`config.mk`:
```
export PLATFORM = sky130hd
export DESIGN_NAME = if_fetch_stage
export DESIGN_NICKNAME = d
export VERILOG_FILES = /design/src/rtl/if_fetch_stage.sv
export SDC_FILE = /design/constraint.sdc
export NUM_CORES = 1
export LEC_CHECK = 0
export ABC_CLOCK_PERIOD_IN_PS = 7170
export BUFFER_PORTS_ARGS = -buffer_cell sky130_fd_sc_hd__buf_2
export CORE_UTILIZATION = 36
export CTS_CLUSTER_DIAMETER = 100
export DETAILED_ROUTE_END_ITERATION = 10
export HOLD_SLACK_MARGIN = 0.05
export PLACE_DENSITY = 0.55
export SKIP_CTS_REPAIR_TIMING = 1
export SYNTH_ARGS = -nofsm -noshare
export SYNTH_HDL_FRONTEND = slang
export SYNTH_SLANG_ARGS = --single-unit
```
`constraint.sdc`:
```
create_clock -name clk -period 7.17 [get_ports clk]
set_input_delay 0.717 -clock clk [delete_from_list [all_inputs] [get_ports clk]]
set_output_delay 0.717 -clock clk [all_outputs]
set_load 0.03 [all_outputs]
```
`src/rtl/if_fetch_stage.sv`:
```
// Instruction-fetch stage with IF/ID pipeline register for the 5-stage RV32I core.
// Issues pipelined fetches, buffers returned words in order, and discards stale responses after redirects.
module if_fetch_stage #(
  parameter logic [31:0] RESET_PC = 32'h0000_0000,
  parameter int          DEPTH    = 2
) (
  input  logic        clk,
  input  logic        reset,
  input  logic        StallF,
  input  logic        StallD,
  input  logic        PCSrcE,
  input  logic [31:0] PCTargetE,
  output logic        imem_req,
  output logic [31:0] imem_addr,
  input  logic        imem_ready,
  input  logic        imem_rvalid,
  input  logic [31:0] imem_rdata,
  output logic [31:0] InstrD,
  output logic [31:0] PCD,
  output logic [31:0] PCPlus4D,
  output logic        ValidD
);

  localparam logic [31:0] NOP = 32'h0000_0013;
  localparam int IW = (DEPTH > 1) ? $clog2(DEPTH) : 1;
  localparam int CW = $clog2(DEPTH + 1);

  typedef logic [IW-1:0] idx_t;
  typedef logic [CW-1:0] cnt_t;

  function automatic idx_t wrap_add(input idx_t base, input cnt_t off);
    int unsigned sum;
    sum = 32'(base) + 32'(off);
    return idx_t'(sum % DEPTH);
  endfunction

  logic [31:0] r_pcf;
  logic [31:0] r_q_pc   [DEPTH];
  logic [31:0] r_q_data [DEPTH];
  idx_t        r_head;
  cnt_t        r_count;    // entries allocated (filled ones form a prefix from head)
  cnt_t        r_nfilled;
  cnt_t        r_discard;  // responses still owed for requests made before a redirect
  logic [31:0] r_instr_d;
  logic [31:0] r_pc_d;
  logic [31:0] r_pc4_d;
  logic        r_valid_d;

  logic [CW:0] w_occupancy;
  cnt_t        w_unfilled;
  logic        w_accept;
  logic        w_rsp_keep;
  logic        w_rsp_drop;
  logic        w_pop_filled;
  logic        w_pop_bypass;
  logic        w_pop;
  logic        w_fill;
  idx_t        w_fill_idx;
  idx_t        w_tail_idx;

  // Discarded requests still count as occupied so the queue can never overflow.
  assign w_occupancy  = {1'b0, r_count} + {1'b0, r_discard};
  assign w_unfilled   = r_count - r_nfilled;
  assign imem_req     = !reset && !StallF && !PCSrcE && (w_occupancy < (CW+1)'(DEPTH));
  assign imem_addr    = r_pcf;
  assign w_accept     = imem_req && imem_ready;
  assign w_rsp_keep   = imem_rvalid && (r_discard == '0);
  assign w_rsp_drop   = imem_rvalid && (r_discard != '0);
  assign w_pop_filled = !StallD && (r_nfilled != '0);
  assign w_pop_bypass = !StallD && (r_nfilled == '0) && (r_count != '0) && w_rsp_keep;
  assign w_pop        = w_pop_filled || w_pop_bypass;
  assign w_fill       = w_rsp_keep && !w_pop_bypass;
  assign w_fill_idx   = wrap_add(r_head, r_nfilled);
  assign w_tail_idx   = wrap_add(r_head, r_count);

  // NOTE: queue storage has no reset; the occupancy counters alone decide which entries are live.
  always_ff @(posedge clk) begin
    if (w_accept) r_q_pc[w_tail_idx]   <= r_pcf;
    if (w_fill)   r_q_data[w_fill_idx] <= imem_rdata;
  end

  // NOTE: all state updates use non-blocking assignments so every term above sees pre-edge values.
  always_ff @(posedge clk) begin
    if (reset) begin
      r_pcf     <= RESET_PC;
      r_head    <= '0;
      r_count   <= '0;
      r_nfilled <= '0;
      r_discard <= '0;
      r_instr_d <= NOP;
      r_pc_d    <= 32'h0000_0000;
      r_pc4_d   <= 32'h0000_0004;
      r_valid_d <= 1'b0;
    end else if (PCSrcE) begin
      // A response arriving now belongs to an unfilled entry and is dropped in place.
      r_pcf     <= {PCTargetE[31:2], 2'b00};
      r_count   <= '0;
      r_nfilled <= '0;
      r_discard <= r_discard + w_unfilled - cnt_t'(imem_rvalid);
      r_instr_d <= NOP;
      r_valid_d <= 1'b0;
    end else begin
      if (w_accept) r_pcf <= r_pcf + 32'd4;
      r_count   <= r_count + cnt_t'(w_accept) - cnt_t'(w_pop);
      r_nfilled <= r_nfilled + cnt_t'(w_fill) - cnt_t'(w_pop_filled);
      r_discard <= r_discard - cnt_t'(w_rsp_drop);
      if (w_pop) r_head <= wrap_add(r_head, cnt_t'(1));
      if (!StallD) begin
        if (w_pop_filled) begin
          r_instr_d <= r_q_data[r_head];
          r_pc_d    <= r_q_pc[r_head];
          r_pc4_d   <= r_q_pc[r_head] + 32'd4;
          r_valid_d <= 1'b1;
        end else if (w_pop_bypass) begin
          r_instr_d <= imem_rdata;
          r_pc_d    <= r_q_pc[r_head];
          r_pc4_d   <= r_q_pc[r_head] + 32'd4;
          r_valid_d <= 1'b1;
        end else begin
          r_instr_d <= NOP;
          r_valid_d <= 1'b0;
        end
      end
    end
  end

  assign InstrD   = r_instr_d;
  assign PCD      = r_pc_d;
  assign PCPlus4D = r_pc4_d;
  assign ValidD   = r_valid_d;

endmodule
```
==> impl_metrics.ini <==
[run_status]
status = finished clean

[detailed_routing]
totalWireLength_um = 27500
ant_nets = 0
first_pass_iters = 8
drtIter0Drc = 738
num_vias = 8167
drt-vias-per-instance = 5.26
wire_per_inst_um = 17.7
drcViolationCount = 0

[synthesis]
ys_ff_latch = 255
synth_top_flop_cell = dfxtp_1
yosysSeqAreaShare_pct = 57.9
synthesis.area_mm2 = 0.0110
yosys_warnings = 0
synth_cell_types = 67
syn_avg_cell_area_um2 = 11.3
synthCells = 972
synthArstFlopShare_pct = 0
synth_enable_flop_cells = 124

[timing]
slew_headroom_pct = 32.1
timing.final.crit_share_pct = 48.7
slew_viol_final = 0
timing.setup.tns_ns = 0
fmax_ghz = 0.287
worst_slew_pin_slew_ns = 1.02
hold_viol_final = 0
rsz0062_at_grt = false
setup_viol = 0
period_minus_slack_ns = 3.49
fin_hold_ws_ns = 0.402
skew_ns = 0.0233

[floorplan]
die_area_mm2 = 0.0312
initial_core_util_pct = 36.8
num_rows = 63
ios = 201
die_height_um = 176
die_w_um = 176
core-area_mm2 = 0.0298

[critical_path]
worst_ep_required_time_ns = 7.59
cp.arrival_ns = 3.91
path_class = reg2reg
critPathMaxFanout = 63
cp-end-kind = flip-flop
start_kind = flip-flop
reg2regPathDepth = 9
r2r_slack_ns = 3.68

[grt]
grt_pass1_vias = 7557
antenna_found_initial = 0
grt.total_usage_pct = 17.3
grt_max_degree = 83
grt_first_pass_wirelength_um = 42700
overflow = 0

[worst_hold_path]
hold_class = in2reg
hold_depth = 1

[cts]
cts_tree = yes
cts_buffer_depth = 3
insertion_delay_ns = 0.53
clockRootBuffer = clkbuf_16
cts_buffers = 27
clk_pin_slew_ns = 0.06
clock-sinks = 255
h-tree-depth = 1

[layout]
multi_input_area_mm2 = 0.00428
seq_area_mm2 = 0.00635
drive_above_1_share_pct = 27.1
fill_cells = 2858
antennaDiodeCount = 0
area_growth_pct = 20.1
final_cell_mix = buf_2, dfxtp_1, edfxtp_1
final_common_cell = buf_2
fin_util_pct = 44.2
final_cell_area_mm2 = 0.0132
finalNetCount = 1226

[pwr]
p_leak_nw = 4.92
power_density_mw_per_mm2 = 282
ir_worst_vdd_mv = 0.182

[placed_design]
io_buffers = 192
gp_congestion = 0.761
dpl-instance-area_mm2 = 0.0123
dpl.hpwl_um = 18400

[run]
maxCapViolCount = 0
## worst max-delay path, stage by stage, from the launching register on
cell      delay (ns)
dfxtp_4         0.68
buf_4           0.67
mux2_2          0.32
ha_1            0.19
inv_1           0.07
a211oi_2        0.19
buf_4           0.21
nand4_2         0.23
or4_1           0.56
a32o_1          0.25
## cell usage after synthesis (7+ instances only)
master	instances	area share, %
a211oi_1	26	1.8
nand2_1	74	2.5
nor2_1	105	3.6
and3_1	7	0.40
or2_2	7	0.40
inv_1	15	0.51
o211ai_1	11	0.75
xor2_1	7	0.56
o22ai_1	7	0.40
buf_4	10	0.68
nand3_1	45	2.1
nor3_1	12	0.55
a222oi_1	26	2.4
o21ai_0	21	0.96
a21oi_1	32	1.5
dfxtp_1	131	24
clkbuf_1	41	1.4
ha_1	8	0.91
or4_1	11	0.75
edfxtp_1	124	34
buf_1	7	0.24
buf_2	11	0.50
a31oi_1	22	1.3
mux2i_1	30	2.7
mux2_2	37	3.8
xnor2_1	15	1.2
nand4b_1	7	0.56
and2_1	11	0.63
nand4_1	17	0.97
## power by group
part	internal, mW	leakage, nW	switching, mW
clock network	0.847	0.434	0.568
registers	1.67	2.21	0.0754
logic	0.195	2.27	0.354
total	2.71	4.92	0.997
## metal layers
| layer | vias to the layer above | track usage (%) | wire length (um) |
|---|---|---|---|
| met2 | 229 | 24.7 | 11500 |
| met4 | 0 | 3.88 | 410 |
| li1 | 4030 | - | - |
| met3 | 31 | 2.28 | 1520 |
| met5 | - | 0 | 0 |
| met1 | 3877 | 27.3 | 14000 |
## cell families (layout without fill, tap and decap cells)
| group | Yosys count | count (layout) | share of synthesized area (%) |
|---|---|---|---|
| AO/OA/AOI/OAI | 196 | 196 | 13.3 |
| XOR/XNOR | 22 | 22 | 1.76 |
| adder cells (fa/ha/maj) | 11 | 11 | 1.46 |
| buffers and inverters | 86 | 273 | 3.48 |
| flip-flops | 255 | 255 | 57.9 |
| multiplexers | 67 | 67 | 6.54 |
| other | 1 | 6 | 0.0342 |
| AND/OR/NAND/NOR | 334 | 334 | 15.6 |
## per-stage QoR
step | instances | worst slack [ns] | power (mW)
2_1_floorplan | 977 | 3.63 | 2.15
3_3_place_gp | 1505 | 3.68 | 2.32
3_5_place_dp | 1505 | 3.63 | 2.33
4_1_cts | 1554 | 3.62 | 3.74
5_1_grt | 1554 | 3.40 | 3.87
6_report | 1554 | 3.68 | 3.71
## state kept, by name, indices dropped and copies added (netlist names), named ones only
signal and flops:
InstrD 32, PCD 30, PCPlus4D 30, ValidD 1, imem_addr 30, r_count 2, r_discard 2, r_head 1
r_nfilled 2, r_q_data 64, r_q_pc 60
## worst paths after layout
| check | startpoint | end |
|---|---|---|
| worst min register to register | PCPlus4D[2] | PCPlus4D[2] |
| worst min-delay path | imem_rdata[8] | r_q_data[0][8] |
| worst max register to register | flip-flop | PCPlus4D[26] |
| worst max-delay path | flip-flop | PCPlus4D[26] |
## area by class of cell
class / instances / share of cell area (%)
flip-flops and latches: 255 / 48.2
multi-input cells: 636 / 32.5
repair buffers: 208 / 8.21
clock buffers: 35 / 5.70
well taps: 390 / 3.71
clock inverters: 14 / 1.21
inverters: 16 / 0.456
No activity file was read; power rests on OpenSTA's default activity.
